--- src/rtl/unidade_controle_jogo.sv ---
// unidade_controle_jogo: control FSM for the LED-matrix puzzle game.
// It sequences start, level play, the pause after a completed level, the
// level advance, and the win. It drives the level counter and the matrix
// clear signals of fluxo_dados.
// Optional feature: define TIMEOUT_EN to add a per-level time limit. When the
// limit runs out the game is lost (state PERDEU). Without it, perdeu stays 0.
module unidade_controle_jogo #(
  parameter int TRANSICAO_CICLOS = 50_000_000,
  parameter int TIMEOUT_CICLOS   = 500_000_000
) (
  input  logic       clock,
  input  logic       reset,
  input  logic       iniciar,
  input  logic       reiniciar,
  input  logic       nivel_concluido,
  input  logic       nivelIgualUltimoNivel,
  output logic       contaN,
  output logic       zeraN,
  output logic       zeraM,
  output logic       pronto,
  output logic       ganhou,
  output logic       perdeu,
  output logic [3:0] db_estado
);

  typedef enum logic [3:0] {
    INICIAL  = 4'd0,
    PREPARA  = 4'd1,
    JOGANDO  = 4'd2,
    NIVEL_OK = 4'd3,
    PROXIMO  = 4'd4,
    CARREGA  = 4'd5,
    VENCEU   = 4'd6,
    PERDEU   = 4'd7
  } estado_t;

  localparam int TW = (TRANSICAO_CICLOS > 1) ? $clog2(TRANSICAO_CICLOS) : 1;
  localparam logic [TW-1:0] TRANS_FIM = TW'(TRANSICAO_CICLOS - 1);

  estado_t       estado, prox;
  logic [TW-1:0] cnt_trans;
  logic          fim_trans;
  logic          timeout;

  assign fim_trans = (cnt_trans == TRANS_FIM);

`ifdef TIMEOUT_EN
  localparam int OW = (TIMEOUT_CICLOS > 1) ? $clog2(TIMEOUT_CICLOS) : 1;
  localparam logic [OW-1:0] TEMPO_FIM = OW'(TIMEOUT_CICLOS - 1);
  logic [OW-1:0] cnt_tempo;

  assign timeout = (cnt_tempo == TEMPO_FIM);

  // Time spent in the current level. The counter restarts on every entry to JOGANDO.
  always_ff @(posedge clock or negedge reset) begin
    if (!reset)                                cnt_tempo <= '0;
    else if (estado == JOGANDO && prox == JOGANDO) cnt_tempo <= cnt_tempo + OW'(1);
    else                                       cnt_tempo <= '0;
  end
`else
  assign timeout = 1'b0;
`endif

  // Pause counter. It only runs while the FSM stays in NIVEL_OK, so every entry starts from 0.
  always_ff @(posedge clock or negedge reset) begin
    if (!reset)                                      cnt_trans <= '0;
    else if (estado == NIVEL_OK && prox == NIVEL_OK) cnt_trans <= cnt_trans + TW'(1);
    else                                             cnt_trans <= '0;
  end

  // State register
  always_ff @(posedge clock or negedge reset) begin
    if (!reset) estado <= INICIAL;
    else        estado <= prox;
  end

  // Next state and Moore outputs. Outputs depend on the state only.
  always_comb begin
    prox   = estado;
    contaN = 1'b0;
    zeraN  = 1'b0;
    zeraM  = 1'b0;
    pronto = 1'b0;
    ganhou = 1'b0;
    perdeu = 1'b0;
    case (estado)
      INICIAL:  if (iniciar) prox = PREPARA;
      PREPARA: begin
        zeraN = 1'b1;
        zeraM = 1'b1;
        prox  = JOGANDO;
      end
      JOGANDO: begin
        if (reiniciar)                                     prox = PREPARA;
        else if (nivel_concluido && nivelIgualUltimoNivel) prox = VENCEU;
        else if (nivel_concluido)                          prox = NIVEL_OK;
        else if (timeout)                                  prox = PERDEU;
      end
      NIVEL_OK: begin
        if (reiniciar)      prox = PREPARA;
        else if (fim_trans) prox = PROXIMO;
      end
      PROXIMO: begin
        contaN = 1'b1;
        zeraM  = 1'b1;
        prox   = CARREGA;
      end
      // Guard cycle. The matrix reloads here, so a stale nivel_concluido is ignored.
      CARREGA:  prox = JOGANDO;
      VENCEU: begin
        pronto = 1'b1;
        ganhou = 1'b1;
        if (iniciar || reiniciar) prox = PREPARA;
      end
      PERDEU: begin
        pronto = 1'b1;
        perdeu = 1'b1;
        if (iniciar || reiniciar) prox = PREPARA;
      end
      default:  prox = INICIAL;
    endcase
  end

  assign db_estado = estado;

endmodule
--- config.mk ---
export PLATFORM = sky130hd
export DESIGN_NAME = unidade_controle_jogo
export DESIGN_NICKNAME = d
export VERILOG_FILES = /design/src/rtl/unidade_controle_jogo.sv
export SDC_FILE = /design/constraint.sdc
export NUM_CORES = 1
export LEC_CHECK = 0
export CORE_ASPECT_RATIO = 1.75
export CORE_MARGIN = 3
export CORE_UTILIZATION = 60
export CTS_CLUSTER_DIAMETER = 60
export DETAILED_ROUTE_END_ITERATION = 12
export GPL_ROUTABILITY_DRIVEN = 1
export PLACE_DENSITY = 0.83
export RECOVER_POWER = 25
export SETUP_SLACK_MARGIN = 0.02
export SKIP_CTS_REPAIR_TIMING = 1
export SLEW_MARGIN = 20
export SYNTH_ARGS = -nofsm -noshare
export SYNTH_HDL_FRONTEND = slang
export SYNTH_SLANG_ARGS = --single-unit
--- constraint.sdc ---
create_clock -name clock -period 4.9 [get_ports clock]
set_input_delay 0.49 -clock clock [delete_from_list [all_inputs] [get_ports clock]]
set_output_delay 0.49 -clock clock [all_outputs]
set_load 0.005 [all_outputs]
==> run summary <==
Status - complete, but fails checks
Violated checks - max-capacitance violations, max-slew violations
Hold Violations, Final - 0
Leakage - 0.000714 uW
CP Data Arrival Time - 2.09 ns
Worst R2R Start - cnt_trans[0]
Starting density of the core - 63.5%
Initial antenna violation count - 0
GPL Wtd Cong - 0.757
Worst-margin pin slew - 1.61 ns
Crit. End Element - output pin
Fin. max-slew vios - 31
Share of layout cells above drive strength 1 - 13.8%
Core Util, Final - 71.4%
Clk_lat worst skew - 0.28 ns
Required time of the critical path - 4.41 ns
Sink Count - 30
Largest net degree at the start of global routing - 31
Syn Inst Count - 175
Dpl ws - 2.42 ns
Die W - 46.8 um
Sequential area share after synthesis - 42.9%
DR vias - 1,440
YS warnings - 0
Detailed-placement wirelength estimate - 2750 um
Worst min-delay path class - register to register
Top-level I/O count - 16
CP max FO - 11
Fillers - 211
RR Endpoint - cnt_trans[20]
Setup TNS after final layout - 0 ns
Final WS setup - 2.32 ns
# DRC - 0
Htree depth - 2
Fin crit period - 2.58 ns
Inserted Diodes - 0
Synth Flop Type - dfrtp_1
Total CTS buffers - 5
Pwr/cell area - 242 nW/um^2
R2R depth - 5
Cell Area, Synth - 1750 um^2
Drt initial violations - 69
PortBufs - 15
Final setup fails - 0
CTS root buffer - clkbuf_8
Pre-Repair DR Iteration Count - 4
Die Span Y - 77.4 um
Vias in the first global route - 1,416
Hold Path End - cnt_trans[0]
CTS tree - built
EDFF count, synth - 0
Area Growth Syn to Fin - 12.4%
CP Class - register to output pin
RSZ-0062 raised after global routing - false
Post-Route WL - 3840 um
Max Freq - 387 MHz
Core area - 2750 um^2
Final ANT Viol Nets - 0
Skew final - 0.00480 ns
Rel. slew slack - -7.26%
Mean post-synth cell area - 9.99 um^2
DR vias/cell - 6.70
Clk pin slew, worst setup/hold paths - 0.06 ns
First-pass GRT wire length - 6420 um
Max Cap Viol - 1
Worst reg2reg setup slack - 2.72 ns
Row count - 25
Hold depth - 1
Routed len/inst - 17.9 um
Synth unique cells - 45
Overflow after GRT - 0
CTS Buffer Depth - 2
Synth async-reset ratio - 100%
Syn Nets - 182
Synth Register Bits - 30
Final worst-path cycle share - 52.7%
Hold_sp - cnt_trans[0]
Die area - 3620 um^2
Crit path launch type - register
GRT Total Usage - 24.1%
Nets@finish - 195
Peak supply drop - 0.235 mV
==> worst max-delay path by stage <==
| stage | from | endpoint | cells after the start |
|---|---|---|---|
| CTS | db_estado[0] | zeraM | 3 |
| floorplan | cnt_trans[0] | db_estado[1] | 6 |
| global placement | reiniciar | db_estado[1] | 5 |
| global route | db_estado[1] | zeraM | 3 |
| detailed placement | reiniciar | db_estado[1] | 5 |
| finish | db_estado[1] | zeraM | 3 |
==> kinds of logic (layout without fill, tap and decap cells) <==
group	Yosys count	in the layout	synth area share [%]
AO/OA/AOI/OAI	34	34	16.5
XOR/XNOR	11	11	5.51
adder cells (fa/ha/maj)	1	1	0.716
buffers and inverters	18	31	4.94
flip-flops	30	30	42.9
other	1	1	0.215
AND/OR/NAND/NOR	80	80	29.2
==> critical path: stages, from the launching register on <==
cell,delay [ns]
dfrtp_1,0.52
nor4b_1,0.58
or2_2,0.22
clkdlybuf4s50_1,0.50
==> where the power goes <==
part           switching (uW)  internal (uW)  leakage [uW]
registers                8.54            251      0.000415
logic                    20.2           18.0      0.000260
clock network            80.3           97.4     0.0000383
total                     109            366      0.000714
==> metal layers <==
metal	vias to the layer above	global-route usage, %	share of wire [%]
met3	4	5.10	4.5
met2	38	42.1	56
met5	-	0	0
met1	704	27.0	38
met4	0	8.31	1.4
li1	694	-	-
==> final cells by class <==
type | instances | area, um^2 | area share [%]
clock buffers | 7 | 76.3 | 3.89
inverters | 7 | 26.3 | 1.34
multi-input cells | 127 | 912 | 46.4
flip-flops and latches | 30 | 751 | 38.2
well taps | 27 | 33.8 | 1.72
repair buffers | 17 | 165 | 8.41
==> Yosys cell counts (2+ instances only) <==
cell | instances | area, um^2
dfrtp_1 | 30 | 751
nor3_1 | 18 | 90.1
nand3_1 | 9 | 45.0
nand2_1 | 8 | 30.0
o21ai_0 | 8 | 40.0
xor2_1 | 8 | 70.1
a211oi_1 | 7 | 52.6
inv_1 | 7 | 26.3
nand4_1 | 7 | 43.8
o31ai_1 | 7 | 52.6
or3_1 | 7 | 43.8
a211oi_2 | 6 | 75.1
or4_1 | 6 | 45.0
clkbuf_1 | 4 | 15.0
buf_2 | 3 | 15.0
nor2_1 | 3 | 11.3
xnor2_1 | 3 | 26.3
and3_1 | 2 | 12.5
and4_1 | 2 | 17.5
and4_4 | 2 | 22.5
buf_4 | 2 | 15.0
nand3b_1 | 2 | 15.0
nor4_1 | 2 | 12.5
==> metrics by stage <==
step	cell area, um^2	power (uW)	instances	hold WS (ns)
3_3_place_gp	1880	299	207	0.472
6_report	1960	475	215	0.503
4_1_cts	1960	480	214	0.512
2_1_floorplan	1750	281	175	0.194
5_1_grt	1960	499	215	0.534
3_5_place_dp	1880	301	207	0.504
==> state kept, by name (all words and copies together), names as in the netlist <==
register	cells
cnt_trans	26
db_estado	4
==> cells in the final DEF, fill, tap and decap left out, drive strengths merged, types with 2 or more instances in the layout <==
master	Yosys	layout
xor2	8	8
or3	8	8
or4	7	7
and3	3	3
nor4b	2	2
xnor2	3	3
nand3b	2	2
o21ai	8	8
nand4	9	9
o31ai	7	7
a211oi	13	13
clkbuf	4	8
nand2	9	9
and4	4	4
clkdlybuf4s50	0	14
inv	7	7
nor2	3	3
dfrtp	30	30
nand3	9	9
nor3	18	18
nor4	2	2
Note: power is estimated with default switching activity, not from simulation.
==> variant 1 (config.mk and constraints unchanged) <==
Build with the macro `TIMEOUT_EN` defined.
--- a/src/rtl/unidade_controle_jogo.sv
+++ b/src/rtl/unidade_controle_jogo.sv
@@ -4,6 +4,8 @@
 // clear signals of fluxo_dados.
 // Optional feature: define TIMEOUT_EN to add a per-level time limit. When the
 // limit runs out the game is lost (state PERDEU). Without it, perdeu stays 0.
+`define TIMEOUT_EN
+
 module unidade_controle_jogo #(
   parameter int TRANSICAO_CICLOS = 50_000_000,
   parameter int TIMEOUT_CICLOS   = 500_000_000
Behaviour: same outputs for any inputs over 10 cycles, from zero or initial values and one cycle with reset low; that may be too few to reach the edited logic, so the function may still have changed.
==> variant 1 against the unedited design <==
The run still ends with capacitance limit, slew limit left. Combinational power is 22% higher. Area after synthesis is 84% higher. Sequential cell count is 29 higher. Sequential power is 92% higher. Global-route usage is 0.29 points higher. Total power is 110% higher. Worst hold slack worse by 3.2 ps. Worst setup slack worse by 380 ps. Wire length is 68% higher. Final area is 79% higher.
==> variant 1: results (changes against the unedited design) <==
Layout
  • Flip-flop and latch area: 1476 sq um (was 750.7 sq um)
  • Nets: 347 (was 195)
  • Max reg flops: 29 (was 26)
  • Fillers: 384 (was 211)
  • Share of cells above drive strength 1: 10.20% (was 13.83%)
  • Register bank with the most flops: cnt_tempo (was cnt_trans)

Run status
  • Failing checks: capacitance limit, slew limit (unchanged)
  • Run status: complete, but fails checks (unchanged)

Yosys
  • Synth cell count leaders: 59 x dfrtp_1, 49 x nor2_1, 35 x nor3_1 (was 30 x dfrtp_1, 18 x nor3_1, 9 x nand3_1)
  • Syn_nets: 335 (was 182)
  • Synth Instances: 327 (was 175)
  • Top cells by area, synth: dfrtp_1 46%, xnor2_1 7.1%, xor2_1 6.8% (was dfrtp_1 43%, nor3_1 5.2%, a211oi_2 4.3%)
  • Post-synthesis adder-cell area fraction: 0.7788% (was 0.7158%)
  • Synth Area in XOR/XNOR: 13.90% (was 5.512%)
  • Synth Area in Compound Gates: 3.154% (was 16.46%)
  • Sequential element share of the synthesized area: 45.95% (was 42.95%)

STA
  • Min Hold Slack: 499.8 ps (was 502.9 ps)
  • Clk_skew: 5.692 ps (was 4.795 ps)
  • Max Clock Freq: 337.3 MHz (was 387.2 MHz)
  • Worst-margin pin slew: 3047 ps (was 1609 ps)
  • Final Max Slew Viols: 60 (was 31)

Clock tree
  • H-Tree Depth: 3 (was 2)
  • Clk Latency, worst-skew pair: 340 ps (was 280 ps)
  • Total CTS buffers: 9 (was 5)

Power and ir drop
  • Clock network fraction of total power: 44.7% (was 37.4%)
  • Seq pwr share: 50.6% (was 54.6%)
  • Pint: 768.5 uW (was 365.8 uW)
  • Leak: 1.397 nW (was 0.7142 nW)
  • Power per cell area: 280.1 nW/um^2 (was 241.7 nW/um^2)
  • Peak VDD IR: 0.3105 mV (was 0.2349 mV)

Critical path
  • CP max stage cell: clkbuf_1 (was nor4b_1)
  • Crit Path Max Fanout: 59 (was 11)
  • Crit-path max cell delay: 2140 ps (was 580 ps)
  • R2r setup slk: 2610 ps (was 2720 ps)
  • CP delay by family, top: buffers and inverters (was simple AND/OR/NAND/NOR gates)
  • Crit path DAT: 2740 ps (was 2090 ps)

Global routing
  • Vias in the first global route: 2542 (was 1416)
  • First-pass GRT wire length: 11420 microns (was 6423 microns)
  • Global Route Usage Sum: 24.34% (was 24.05%)
  • Largest net degree at the start of global routing: 60 (was 31)

Route
  • Pre-antenna DRT Iters: 5 (was 4)
  • Wirelength, routed: 6466 microns (was 3838 microns)
  • Routed WL per cell: 16.29 microns (was 17.85 microns)
  • DRT iter0 DRCs: 187 (was 69)
  • Via density: 6.149 (was 6.698)
  • Post-route DRC: 0 (unchanged)

Place
  • RD Place Congestion: 0.8104 (was 0.7572)
  • Placed Area: 3328 sq um (was 1879 sq um)
  • DPL Wire Length: 4296 microns (was 2746 microns)
  • Inst Count DP: 382 (was 207)

Flow run
  • Max Cap Violations: 1 (unchanged)
variant 1: worst paths after layout:
path | startpoint | endpoint | cells past startpoint
setup / recovery | reset | cnt_tempo[23] | 2
hold / removal | cnt_tempo[0] | cnt_tempo[0] | 1
setup reg to reg | cnt_tempo[0] | cnt_tempo[25] | 6
hold reg to reg | cnt_tempo[0] | cnt_tempo[0] | 1
max in group clock | db_estado[0] | zeraM | 4
min in group asynchronous | reset | cnt_trans[4] | 2
variant 1: area by class of cell:
cell class | count | share of cell area [%]
Sequential cell | 59 | 41.96
Clock buffer | 13 | 4.516
Tap cell | 54 | 1.920
Clock inverter | 2 | 0.9957
Inverter | 9 | 0.9602
Timing Repair Buffer | 16 | 4.232
Multi-Input combinational cell | 244 | 45.41
variant 1: routing by layer:
layer | up-vias | global-route usage [%] | share of wire (%)
met4 | 0 | 13.02 | 2.9
met1 | 1216 | 27.58 | 37
met3 | 17 | 6.015 | 3.6
li1 | 1155 | - | -
met5 | - | 0 | 0
met2 | 53 | 40.78 | 56
==> variant 2 (config.mk and constraints unchanged) <==
Made on the original files. Put a register stage on the output `zeraM`, with the module's reset. The value now appears one clock later. The other outputs are not delayed to match.
--- a/src/rtl/unidade_controle_jogo.sv
+++ b/src/rtl/unidade_controle_jogo.sv
@@ -36,6 +36,8 @@
 
   localparam int TW = (TRANSICAO_CICLOS > 1) ? $clog2(TRANSICAO_CICLOS) : 1;
   localparam logic [TW-1:0] TRANS_FIM = TW'(TRANSICAO_CICLOS - 1);
+
+  logic zeraM_d;
 
   estado_t       estado, prox;
   logic [TW-1:0] cnt_trans;
@@ -79,7 +81,7 @@
     prox   = estado;
     contaN = 1'b0;
     zeraN  = 1'b0;
-    zeraM  = 1'b0;
+    zeraM_d = 1'b0;
     pronto = 1'b0;
     ganhou = 1'b0;
     perdeu = 1'b0;
@@ -87,7 +89,7 @@
       INICIAL:  if (iniciar) prox = PREPARA;
       PREPARA: begin
         zeraN = 1'b1;
-        zeraM = 1'b1;
+        zeraM_d = 1'b1;
         prox  = JOGANDO;
       end
       JOGANDO: begin
@@ -102,7 +104,7 @@
       end
       PROXIMO: begin
         contaN = 1'b1;
-        zeraM  = 1'b1;
+        zeraM_d = 1'b1;
         prox   = CARREGA;
       end
       // Guard cycle. The matrix reloads here, so a stale nivel_concluido is ignored.
@@ -123,4 +125,12 @@
 
   assign db_estado = estado;
 
+  always_ff @(posedge clock or negedge reset) begin
+    if (!reset) begin
+      zeraM <= '0;
+    end else begin
+      zeraM <= zeraM_d;
+    end
+  end
+
 endmodule
Function: changed (a bounded check fails within 4 cycles, from zero or initial values and one cycle with reset low).
==> variant 2 against the unedited design <==
The run still ends with capacitance limit, slew limit left. Wire length decreased by 3.4%. Sequential cell count increased by 1. Area after synthesis decreased by 5.2%. Via count shrank 0.76%. Worst setup slack improved by 280 ps. Global-route usage is 1.0 points higher. Total power decreased by 0.86%. Cell count increased by 3.3%. Final area decreased by 4.4%. Worst hold slack got worse by 8.3 ps. Largest cell class unchanged.
==> variant 2: results (changes against the unedited design) <==
Layout
  • Nets: 204 (was 195)
  • # diodes: 0 (unchanged)
  • Share of cells above drive strength 1: 5.102% (was 13.83%)
  • Fillers: 198 (was 211)

Place
  • DPL Wire Length: 2653 microns (was 2746 microns)
  • RD Place Congestion: 0.8072 (was 0.7572)
  • Placed Area: 1809 sq um (was 1879 sq um)

Power and ir drop
  • Power per cell area: 250.7 nW/um^2 (was 241.7 nW/um^2)
  • Leak: 0.6988 nW (was 0.7142 nW)
  • Peak VDD IR: 0.2366 mV (was 0.2349 mV)

Yosys
  • Post-synthesis adder-cell area fraction: 0.7553% (was 0.7158%)
  • Synth Area in Compound Gates: 13.60% (was 16.46%)
  • Synth Area in XOR/XNOR: 5.816% (was 5.512%)
  • Netlist cell types: 38 (was 45)
  • Top cells by area, synth: dfrtp_1 47%, nor2_1 4.8%, a21oi_1 4.2% (was dfrtp_1 43%, nor3_1 5.2%, a211oi_2 4.3%)
  • Syn Area/Cell: 9.102 sq um (was 9.988 sq um)
  • Sequential element share of the synthesized area: 46.83% (was 42.95%)

Critical path
  • Crit-path max cell delay: 520 ps (was 580 ps)
  • R2r startpoint: cnt_trans[7] (was cnt_trans[0])
  • Crit Path Max Fanout: 10 (was 11)
  • Reg2Reg Depth: 4 (was 5)
  • CP max stage cell: dfrtp_1 (was nor4b_1)
  • Reg2Reg Capture Point: cnt_trans[25] (was cnt_trans[20])
  • Crit path DAT: 1810 ps (was 2090 ps)

Global routing
  • First-pass GRT wire length: 6237 microns (was 6423 microns)
  • Largest net degree at the start of global routing: 32 (was 31)
  • Global Route Usage Sum: 25.07% (was 24.05%)

Clock tree
  • Total CTS buffers: 5 (unchanged)

STA
  • Worst-margin pin slew: 1650 ps (was 1609 ps)
  • Min Hold Slack: 494.6 ps (was 502.9 ps)
  • Final Max Slew Viols: 32 (was 31)

Route
  • Routed WL per cell: 16.70 microns (was 17.85 microns)
  • DRT iter0 DRCs: 48 (was 69)
  • Via density: 6.437 (was 6.698)
  • Via count: 1429 (was 1440)
  • Pre-antenna DRT Iters: 7 (was 4)

Run status
  • Failing checks: capacitance limit, slew limit (unchanged)
  • Run status: complete, but fails checks (unchanged)

Flow run
  • Max Cap Violations: 1 (unchanged)
-- variant 2: cell types whose count changed in the layout (fill, tap and decap cells not counted), moves of 4 or more --
cell / change
a211oi_2: -6
nor3_1: -14
a211oi_1: -5
a21oi_1: +13
nor2_1: +18
xor2_1: -4
xnor2_1: +4
-- variant 2: critical path: cells and delay by family (launching register included) --
kind | cells | cell delay [ps]
DFF | 1 | 520
and+or+nand+nor | 3 | 500
buffers and inverters | 1 | 510
-- variant 2: area by class of cell --
cell class | count | share of cell area, %
multi-input combinational | 134 | 42.90
inverter | 8 | 1.599
tap | 26 | 1.732
sequential | 31 | 41.31
timing repair buffer | 17 | 8.594
clock buffer | 6 | 3.864
-- variant 2: layer usage --
metal,track usage (%),share of wire [%],vias to the layer above
li1,-,-,684
met1,26.71,39,695
met2,44.17,54,38
met3,5.201,3.4,12
met4,14.24,3.5,0
met5,0,0,-
-- variant 2: kinds of logic after synthesis --
kind of cell	count (synthesis)
flip-flops	31
buffers and inverters	17
other	1
AO/OA/AOI/OAI	37
AND/OR/NAND/NOR	84
XOR/XNOR	11
adder cells (fa/ha/maj)	1
-- variant 2: worst max path at each step --
stage          slack [ps]         start  cells past startpoint       endpoint
6_report             2600  db_estado[2]                      4         ganhou
5_1_grt              2500         reset                      2   cnt_trans[9]
4_1_cts              2590  db_estado[2]                      4         ganhou
3_5_place_dp         2820  cnt_trans[0]                      5  cnt_trans[22]
3_3_place_gp         2880  cnt_trans[0]                      5  cnt_trans[22]
2_1_floorplan        2900  cnt_trans[0]                      6  cnt_trans[24]
-- variant 2: where the power goes --
part	switching, mW	internal, mW
registers	0.00572	0.259
clock network	0.0838	0.0943
logic	0.0142	0.0140
total	0.104	0.367
